<file path="src/rtl/fpu_issue_queue.sv">
// Issue/retire wrapper around the combinational half-precision fpu: request FIFO,
// head-entry drive to the fpu, registered response slot and sticky exception flags.
module fpu_issue_queue #(
  parameter int DEPTH = 4,
  parameter int TAG_W = 4
) (
  input  logic                   clock,
  input  logic                   reset_n,
  input  logic                   req_valid,
  output logic                   req_ready,
  input  logic [15:0]            req_opA,
  input  logic [15:0]            req_opB,
  input  logic [1:0]             req_op,
  input  logic [TAG_W-1:0]       req_tag,
  output logic [15:0]            fpu_opA,
  output logic [15:0]            fpu_opB,
  output logic [1:0]             fpu_op,
  input  logic [15:0]            fpu_result,
  input  logic                   fpu_overflow,
  input  logic                   fpu_underflow,
  input  logic                   fpu_inexact,
  output logic                   resp_valid,
  input  logic                   resp_ready,
  output logic [15:0]            resp_result,
  output logic [TAG_W-1:0]       resp_tag,
  output logic [2:0]             resp_flags,
  output logic [2:0]             sticky_flags,
  input  logic                   flags_clear,
  output logic [$clog2(DEPTH):0] count
);

  localparam int AW = $clog2(DEPTH);
  localparam logic [AW:0]   FULL_CNT = (AW+1)'(DEPTH);
  localparam logic [AW:0]   CNT_ONE  = (AW+1)'(1);
  localparam logic [AW-1:0] PTR_ONE  = AW'(1);

  logic [15:0]      opa_mem [DEPTH];
  logic [15:0]      opb_mem [DEPTH];
  logic [1:0]       op_mem  [DEPTH];
  logic [TAG_W-1:0] tag_mem [DEPTH];

  logic [AW-1:0] rd_ptr, wr_ptr;
  logic          not_empty, push, pop;
  logic [2:0]    new_flags;

  // A full FIFO refuses even while popping: ready looks only at the registered count.
  assign not_empty = (count != '0);
  assign req_ready = (count < FULL_CNT);
  assign push      = req_valid && req_ready;
  assign pop       = not_empty && (!resp_valid || resp_ready);
  assign new_flags = {fpu_overflow, fpu_underflow, fpu_inexact};

  always_ff @(posedge clock) begin
    if (push) begin
      opa_mem[wr_ptr] <= req_opA;
      opb_mem[wr_ptr] <= req_opB;
      op_mem[wr_ptr]  <= req_op;
      tag_mem[wr_ptr] <= req_tag;
    end
  end

  always_ff @(posedge clock or negedge reset_n) begin
    if (!reset_n) begin
      rd_ptr <= '0;
      wr_ptr <= '0;
      count  <= '0;
    end else begin
      if (push) wr_ptr <= wr_ptr + PTR_ONE;
      if (pop)  rd_ptr <= rd_ptr + PTR_ONE;
      case ({push, pop})
        2'b10:   count <= count + CNT_ONE;
        2'b01:   count <= count - CNT_ONE;
        default: count <= count;
      endcase
    end
  end

  // Head entry -> fpu (combinational), zeroed while empty
  always_comb begin
    fpu_opA = 16'h0000;
    fpu_opB = 16'h0000;
    fpu_op  = 2'b00;
    if (not_empty) begin
      fpu_opA = opa_mem[rd_ptr];
      fpu_opB = opb_mem[rd_ptr];
      fpu_op  = op_mem[rd_ptr];
    end
  end

  // fpu -> response slot; data fields keep their last value after a drain
  always_ff @(posedge clock or negedge reset_n) begin
    if (!reset_n) begin
      resp_valid   <= 1'b0;
      resp_result  <= 16'h0000;
      resp_tag     <= '0;
      resp_flags   <= 3'b000;
      sticky_flags <= 3'b000;
    end else begin
      if (pop) begin
        resp_valid  <= 1'b1;
        resp_result <= fpu_result;
        resp_tag    <= tag_mem[rd_ptr];
        resp_flags  <= new_flags;
      end else if (resp_ready) begin
        resp_valid  <= 1'b0;
      end
      sticky_flags <= (flags_clear ? 3'b000 : sticky_flags) | (pop ? new_flags : 3'b000);
    end
  end

endmodule
</file>
<file path="config.mk">
export PLATFORM = sky130hd
export DESIGN_NAME = fpu_issue_queue
export DESIGN_NICKNAME = d
export VERILOG_FILES = /design/src/rtl/fpu_issue_queue.sv
export SDC_FILE = /design/constraint.sdc
export NUM_CORES = 1
export LEC_CHECK = 0
export BUFFER_PORTS_ARGS = -buffer_cell sky130_fd_sc_hd__clkbuf_2
export CAP_MARGIN = 20
export CORE_UTILIZATION = 50
export CTS_BUF_LIST = sky130_fd_sc_hd__clkbuf_4
export CTS_CLUSTER_SIZE = 16
export DETAILED_ROUTE_END_ITERATION = 7
export PLACE_DENSITY = 0.73
export SYNTH_ARGS = -nofsm -noshare
export SYNTH_HDL_FRONTEND = slang
export SYNTH_SLANG_ARGS = --single-unit
</file>
<file path="constraint.sdc">
create_clock -name clock -period 6 [get_ports clock]
set_input_delay 1.2 -clock clock [delete_from_list [all_inputs] [get_ports clock]]
set_output_delay 1.2 -clock clock [all_outputs]
set_load 0.005 [all_outputs]
</file>
# ---- After elaboration in Yosys (flattened, before gate mapping)
# Memories as Yosys holds them, arrays and structs flattened. A register that Yosys moved wholly into a read port is not among the register bits.
# Cells that the tools add are included.
dict set report classes {
  n_addsub 4
  order_cmp 1
  eq_ne 2
  mux 10
  bitwise 1
  reduce_logical 8
}
# operator count
set op_table {}
lappend op_table {{16-bit 2-to-1 mux} 2}
lappend op_table {{3-bit 2-to-1 mux} 2}
lappend op_table {{3-bit one-hot mux with 2 select lines} 1}
lappend op_table {{2-bit by 1-bit adder with 2-bit output, second input constant} 2}
lappend op_table {{1-bit 2-to-1 mux} 4}
lappend op_table {{2-bit nonzero test} 2}
lappend op_table {{3-bit by 1-bit adder with 3-bit output, second input constant} 1}
lappend op_table {{3-bit less-than comparator, second input constant} 1}
lappend op_table {{3-bit OR} 1}
lappend op_table {{3-bit nonzero test} 1}
lappend op_table {{3-bit by 1-bit subtractor with 3-bit output, second input constant} 1}
lappend op_table {{2-bit by 1-bit == test with 1-bit output, second input constant} 1}
lappend op_table {{2-bit == test, second input constant} 1}
lappend op_table {{1-bit logical AND} 2}
lappend op_table {{1-bit zero test} 2}
lappend op_table {{2-bit 2-to-1 mux} 1}
lappend op_table {{1-bit logical OR} 1}
dict set report totals {
  regBits 30
  mem_bits_rw 152
  in_bits 62
  output_inout_bits 65
  word_cells 37
  mem_count 4
}
# memory words word_bits rd rd_ports_with_merged_regs wr line_no
set memory_table {}
lappend memory_table {opa_mem 4 16 1 0 1 37} ;# logic [15:0] opa_mem [DEPTH];
lappend memory_table {opb_mem 4 16 1 0 1 38} ;# logic [15:0] opb_mem [DEPTH];
lappend memory_table {tag_mem 4 4 1 1 1 40} ;# logic [TAG_W-1:0] tag_mem [DEPTH];
lappend memory_table {op_mem 4 2 1 0 1 39} ;# logic [1:0] op_mem [DEPTH];

# ---- Longest topological paths before layout
# Gate-level depths: netlist of the first run.
dict set report logic_depth {
  ltp_word 5
  depth_mapped 10
  ltp_nobuf 8
}

# ---- Least setup slack after synthesis of the first run
# Ideal clock, no wire load.
dict set report synth_path {
  path_type {input to register}
  startpoint {input port req_valid}
  endpoint {memory op_mem[0][0] (enable)}
  setup_time_ns 0.399
  arrival_time_ns 2.493
  required_time_ns 5.601
  path_slack_ns 3.108
  stages 3
  path_buffers 1
  cell_sequence {nor2b_1 clkbuf_1 and2_1}
}
dict set report synth_between {
  elab_chain_len 3
}
# item line_no
set synth_lines {}
lappend synth_lines {{start: declaration} 9} ;# input logic req_valid,
lappend synth_lines {{1-bit logical AND} 49} ;# assign push = req_valid && req_ready;
lappend synth_lines {{1-bit 2-to-1 mux} 54} ;# if (push) begin
lappend synth_lines {{1-bit 2-to-1 mux (implied by the code)} 57} ;# op_mem[wr_ptr] <= req_op;
lappend synth_lines {{end: declaration} 39}
# Every way passes these cells.

# ---- Worst setup path after layout of the first run
dict set report layout_path {
  startpoint {register rd_ptr[0]}
  endpoint {output port fpu_opB[0]}
}
dict set report layout_between {
  elab_chain_len 2
}
# item line_no
set layout_lines {}
lappend layout_lines {{start: declaration} 42} ;# logic [AW-1:0] rd_ptr, wr_ptr;
lappend layout_lines {{start signal: assignment} 69} ;# if (pop) rd_ptr <= rd_ptr + PTR_ONE;
lappend layout_lines {{memory 4 x 16 bit} -}
lappend layout_lines {{16-bit 2-to-1 mux} 83} ;# if (not_empty) begin
lappend layout_lines {{end: declaration} 16} ;# output logic [15:0] fpu_opB,
# Every way passes these cells.

==> results_dict.tcl, run 1 <==
set metrics [dict create \
    status "finished, final reports clean" \
    post-synth-top-count-cell "edfxtp_1" \
    synthTopCellsByArea "edfxtp_1 (63%), mux4_2 (12%), dfrtp_1 (12%)" \
    initialDrtViolationCount 155 \
    p_comb_frac 0.320 \
    cts_buffer_depth 2 \
    met3_usage 0.05618 \
    whs_ns 0.5274 \
    ys_ff_latch 186 \
    power_density_mw_per_mm2 439.9 \
    crit_end "fpu_opB[0]" \
    port_buffers 126 \
    clk_pin_slew_worst_paths_ns 0.14 \
    vias_per_cell 5.273 \
    die_width_um 122.1 \
    p_leak_nw 3.109 \
    synth_top_area_cell "edfxtp_1" \
    avgSynthCellArea_um2 21.59 \
    ctsResizeCount 0 \
    initial_core_util 0.5156 \
    ant_nets 0 \
    grt_pass1_vias 3687 \
    synth_fp_nets 402 \
    fmax_mhz 252.4 \
    io_pins 127 \
    fin_crit_sh 0.6605 \
    crit_type "register to output pin" \
    drv_cap 0 \
    p_int_mw 2.523 \
    die_h_um 122.1 \
    drcViolationCount 0 \
    timing.rr.start "count[0]" \
    use_met2 0.2966 \
    dr.pass1.iters 4 \
    grt_pass1_wl_um 19050 \
    cp_max_fo 21 \
    clkSinkCount 186 \
    hp-start "resp_result[11]" \
    ys_types 29 \
    fin_crit_ns 3.963 \
    cts_root_buf "clkbuf_4" \
    nets 533 \
    top_usage_layer "met2" \
    grt_max_degree 40 \
    rrSetupSlack_ns 3.16 \
    yosys_warnings 0 \
    synthTopCellsByCount "edfxtp_1 (152), mux4_2 (38), dfrtp_1 (34)" \
    rr_worst_depth 9 \
    totalWireLength_um 12360 \
    dieArea_mm2 0.01491 \
    rsz0062_at_grt "false" \
    slew_violations 0 \
    dominantRegCellSynth "edfxtp_1" \
    placed_cell_area_mm2 0.007978 \
    async_flop_share 0.1828 \
    skew_ns 0.01849 \
    crit_chain "buf_4 > mux4_2 > and2b_1 > clkbuf_2" \
    setup_violations 0 \
    post_cts_buffers 0 \
    drive_above_1_share 0.4769 \
    ctsHoldBuffers 0 \
    finalHoldViolCount 0 \
    required_ns 4.80 \
    track_usage 0.1782 \
    seq_power_share 0.507 \
    synthToLayoutAreaGrowth_pct 14.14 \
    clk_latency_ns 0.55 \
    fp-row-count 43 \
    cp.arrival_ns 2.76 \
    final.setup.tns_ns 0 \
    synthCells 334 \
    wire_per_inst_um 18.84 \
    grt_antenna_before_repair 0 \
    core_mm2 0.01399 \
    tightest_slew_ns 1.080 \
    hold_class "register to register" \
    crit_path_start "rd_ptr[0]" \
    cp-start-kind "register" \
    grt_overflow 0 \
    power.clock.fraction 0.172 \
    cts_tree "done" \
    numCtsBuffers 17 \
    yosysSeqAreaShare 0.7509 \
    use_met1 0.2190 \
    switching_share 0.3031 \
    slew_headroom 0.2797 \
    cp-end-kind "output pin" \
    dp_hpwl_um 7551 \
    cpMaxStageDelayCell "dfrtp_2" \
    vdd_drop_max_mv 0.3139 \
    final_area_mm2 0.008232 \
    synth_top_area_share 0.6329 \
    antenna_cells 0 \
    final_core_util 0.5885 \
    synth_area_mm2 0.007212 \
    htree_levels 4 \
    p_total_mw 3.621 \
    max_stage_delay_ns 0.85 \
    p_sw_mw 1.097 \
    via_count 3459 \
    finalWeightedCongestion 0.6899 \
    r2r-end "count[2]" \
    synth-edff-count 152 \
]
worst max-delay path: cells and delay by family, from the launching register on:
| kind | cells | cell delay [ns] |
|---|---|---|
| DFF | 1 | 0.85 |
| buffers and inverters | 2 | 0.62 |
| muxes | 1 | 0.55 |
| and+or+nand+nor | 1 | 0.19 |
through the flow:
step / instances / worst slack, ns
final: 656 / 2.037
after global routing: 656 / 1.765
after CTS: 656 / 1.886
after detailed placement: 626 / 2.542
after global placement: 626 / 2.536
after floorplan: 334 / 3.108
cells in the final DEF, fill, tap and decap left out, types with 2 or more instances in the layout:
master	instances
a22o_1	3
and2_2	4
and2b_1	5
buf_4	2
clkbuf_2	126
clkbuf_4	18
clkinv_2	3
clkinv_4	3
dfrtp_1	32
dfrtp_2	2
edfxtp_1	152
ha_1	5
inv_1	8
inv_6	2
inv_8	2
mux2_2	8
mux2_4	15
mux4_2	38
nand2_1	2
nor2b_1	30
xnor2_1	3
xor2_1	3
cell families after synthesis:
family	share of synthesized area
DFF	0.7509
muxes	0.1638
and+or+nand+nor	0.04181
buffers and inverters	0.02047
xor gates and xnor gates	0.007288
adders and majority gates	0.01145
AOI/OAI and AO/OA	0.004337
area by class of cell:
cell class	instances	area, µm²
fill	1081	5757
clock buffer	18	135.1
inverter	8	30.03
multi-input combinational	124	1659
clock inverter	12	118.9
tap	180	225.2
sequential	186	5418
timing repair buffer	128	645.6
metal layers:
layer  routed length (µm)  part of all wire
met5                    0                 0
met4                  120            0.0097
met3                  907             0.073
met1                 5200              0.42
met2                 6131              0.50
state kept, by name (all words and copies together) (netlist names), 3 cells and up:
register / flops
op_mem: 8
resp_flags: 3
sticky_flags: 3
resp_tag: 4
tag_mem: 16
count: 3
opa_mem: 64
resp_result: 16
opb_mem: 64
how the worst min path moves through the flow:
stage,endpoint,slack (ns),depth (start not counted)
final,resp_result[11],0.53,1
after global routing,resp_result[11],0.55,1
after CTS,resp_result[15],0.53,1
after detailed placement,resp_result[14],0.50,1
after global placement,sticky_flags[1],0.49,1
after floorplan,sticky_flags[1],0.50,1
power groups by stage:
stage | sequential (mW) | clock [mW] | combinational (mW)
2_1_floorplan | 1.76 | 0 | 0.854
3_3_place_gp | 1.86 | 0 | 1.17
3_5_place_dp | 1.88 | 0 | 1.18
4_1_cts | 1.85 | 0.644 | 1.19
5_1_grt | 1.88 | 0.689 | 1.27
6_report | 1.84 | 0.624 | 1.16
(Power assumes the default switching activity.)
==> run 2, diff against run 1 <==
--- a/config.mk
+++ b/config.mk
@@ -11,7 +11,7 @@
 export CTS_BUF_LIST = sky130_fd_sc_hd__clkbuf_4
 export CTS_CLUSTER_SIZE = 16
 export DETAILED_ROUTE_END_ITERATION = 7
-export PLACE_DENSITY = 0.73
+export PLACE_DENSITY = 0.75
 export SYNTH_ARGS = -nofsm -noshare
 export SYNTH_HDL_FRONTEND = slang
 export SYNTH_SLANG_ARGS = --single-unit
==> constraint.sdc (replaced) <==
create_clock -name clock -period 3.5 [get_ports clock]
set_input_delay 0.7 -clock clock [delete_from_list [all_inputs] [get_ports clock]]
set_output_delay 0.7 -clock clock [all_outputs]
set_load 0.005 [all_outputs]
==> run 2 against run 1 <==
  * Routed wire length increased by 1.8%
  * Worst hold slack lost 0.32 ns
  * Non-clock buffer count increased by 4
  * Sequential share of layout area is 0.94 points lower
  * Total power increased by 76%
  * Worst setup slack worse by 1.7 ns
  * Sequential power grew 72%
  * Critical path type unchanged
  * Largest cell class unchanged
  * Highest routed layer unchanged
==> results_dict.tcl, run 2 (same netlist as run 1, synthesis figures left out) <==
set metrics [dict create \
    status "finished, final reports clean" \
    crit_chain "mux4_2 > nor2b_1 > clkbuf_2" \
    layout_common_cells "edfxtp_1 (152), clkbuf_2 (126), mux4_2 (38), dfrtp_1 (32), nor2b_1 (30)" \
    ant_nets 0 \
    grt_pass1_vias 3703 \
    vdd_drop_max_mv 0.3570 \
    ctsResizeCount 0 \
    use_met1 0.2208 \
    reg_top3 "opa_mem x64, opb_mem x64" \
    nets 537 \
    initial_core_util 0.5156 \
    finalHoldViolCount 0 \
    final_cells 661 \
    grt_max_degree 41 \
    totalWireLength_um 12590 \
    top_usage_layer "met2" \
    max_stage_delay_ns 0.98 \
    die_h_um 122.1 \
    drive_above_1_share 0.4740 \
    placed_cells 630 \
    fin_crit_sh 0.9035 \
    numCtsBuffers 17 \
    dr.pass1.iters 4 \
    path_buf_inv 1 \
    clkSinkCount 186 \
    post_cts_buffers 0 \
    final.setup.tns_ns 0 \
    drv_cap 0 \
    hold_class "input pin to asynchronous set/reset pin" \
    cp_max_fo 40 \
    rsz0062_at_grt "false" \
    wire_per_inst_um 19.04 \
    htree_levels 4 \
    cts_tree "done" \
    grt_antenna_before_repair 0 \
    cts_buffer_depth 2 \
    dp_hpwl_um 7918 \
    fp-row-count 43 \
    slew_violations 0 \
    cts_root_buf "clkbuf_4" \
    tightest_slew_ns 0.9325 \
    setup_violations 0 \
    track_usage 0.1807 \
    drcViolationCount 0 \
    met3_usage 0.06039 \
    p_leak_nw 3.157 \
    grt_overflow 0 \
    initialDrtViolationCount 153 \
    skew_ns 0.01487 \
    port_buffers 126 \
    die_width_um 122.1 \
    ctsHoldBuffers 0 \
    power_density_mw_per_mm2 763.3 \
    crit_family "flip-flops" \
    crit_type "register to output pin" \
    cp-end-kind "output pin" \
    required_ns 2.80 \
    slew_headroom 0.3770 \
    cp-start-kind "register" \
    clk_latency_ns 0.56 \
    cpMaxStageDelayCell "dfrtp_4" \
    fin_crit_ns 3.162 \
    layout_commonest_cell "edfxtp_1" \
    clk_pin_slew_worst_paths_ns 0.14 \
    grt_pass1_wl_um 19290 \
    p_total_mw 6.377 \
    dieArea_mm2 0.01491 \
    fmax_mhz 316.2 \
    use_met2 0.2941 \
    via_count 3505 \
    vias_per_cell 5.303 \
    synthToLayoutAreaGrowth_pct 15.84 \
    io_pins 127 \
    cp.arrival_ns 2.46 \
    antenna_cells 0 \
    core_mm2 0.01399 \
    finalWeightedCongestion 0.7059 \
]
-- run 2: cell count changes in the layout (fill, tap and decap cells not counted), moves of 2 or more --
cell,before,now
buf_12,0,5
clkinv_1,0,4
clkinv_4,3,1
bufinv_16,1,3
inv_8,2,0
-- run 2: final cells by class --
type                       count  area [µm²]
inverter                       8       30.03
timing repair buffer         132       738.2
tap                          180       225.2
clock inverter                14       153.9
fill                        1067        5634
clock buffer                  17       127.6
multi-input combinational    124        1659
sequential                   186        5420
-- run 2: final timing paths --
kind | cells after the start | start | slack, ns | end
max | 3 | rd_ptr[0] | 0.34 | fpu_opB[7]
min | 1 | reset_n | 0.20 | resp_result[13]
max reg2reg | 8 | count[0] | 0.93 | count[2]
min reg2reg | 1 | resp_tag[2] | 0.52 | resp_tag[2]
max in group asynchronous | 1 | reset_n | 2.69 | rd_ptr[0]
min in group clock | 1 | req_opA[0] | 0.35 | opa_mem[0][0]
-- run 2: layer usage --
| layer | part of all wire | vias up |
|---|---|---|
| met5 | 0 | - |
| met2 | 0.49 | 128 |
| met4 | 0.016 | 0 |
| li1 | - | 1581 |
| met1 | 0.42 | 1779 |
| met3 | 0.074 | 17 |
-- run 2: through the flow --
stage,utilization,instance area (µm²),setup slack [ns],hold slack [ns]
6_report,0.5972,8354,0.3378,0.2050
5_1_grt,0.5972,8354,0.1232,0.2176
4_1_cts,0.5972,8354,0.2135,0.1824
3_5_place_dp,0.5771,8073,0.5418,0.4972
3_3_place_gp,0.5771,8073,0.6244,0.4897
2_1_floorplan,-,7212,1.108,0.4044
-- run 2: report_power, final --
part           leakage [nW]  total (mW)  switching [mW]  internal (mW)
clock network         0.152        1.17           0.689          0.484
logic                  1.23        2.04           0.872           1.17
registers              1.77        3.16           0.335           2.82
total                  3.16        6.38            1.90           4.48
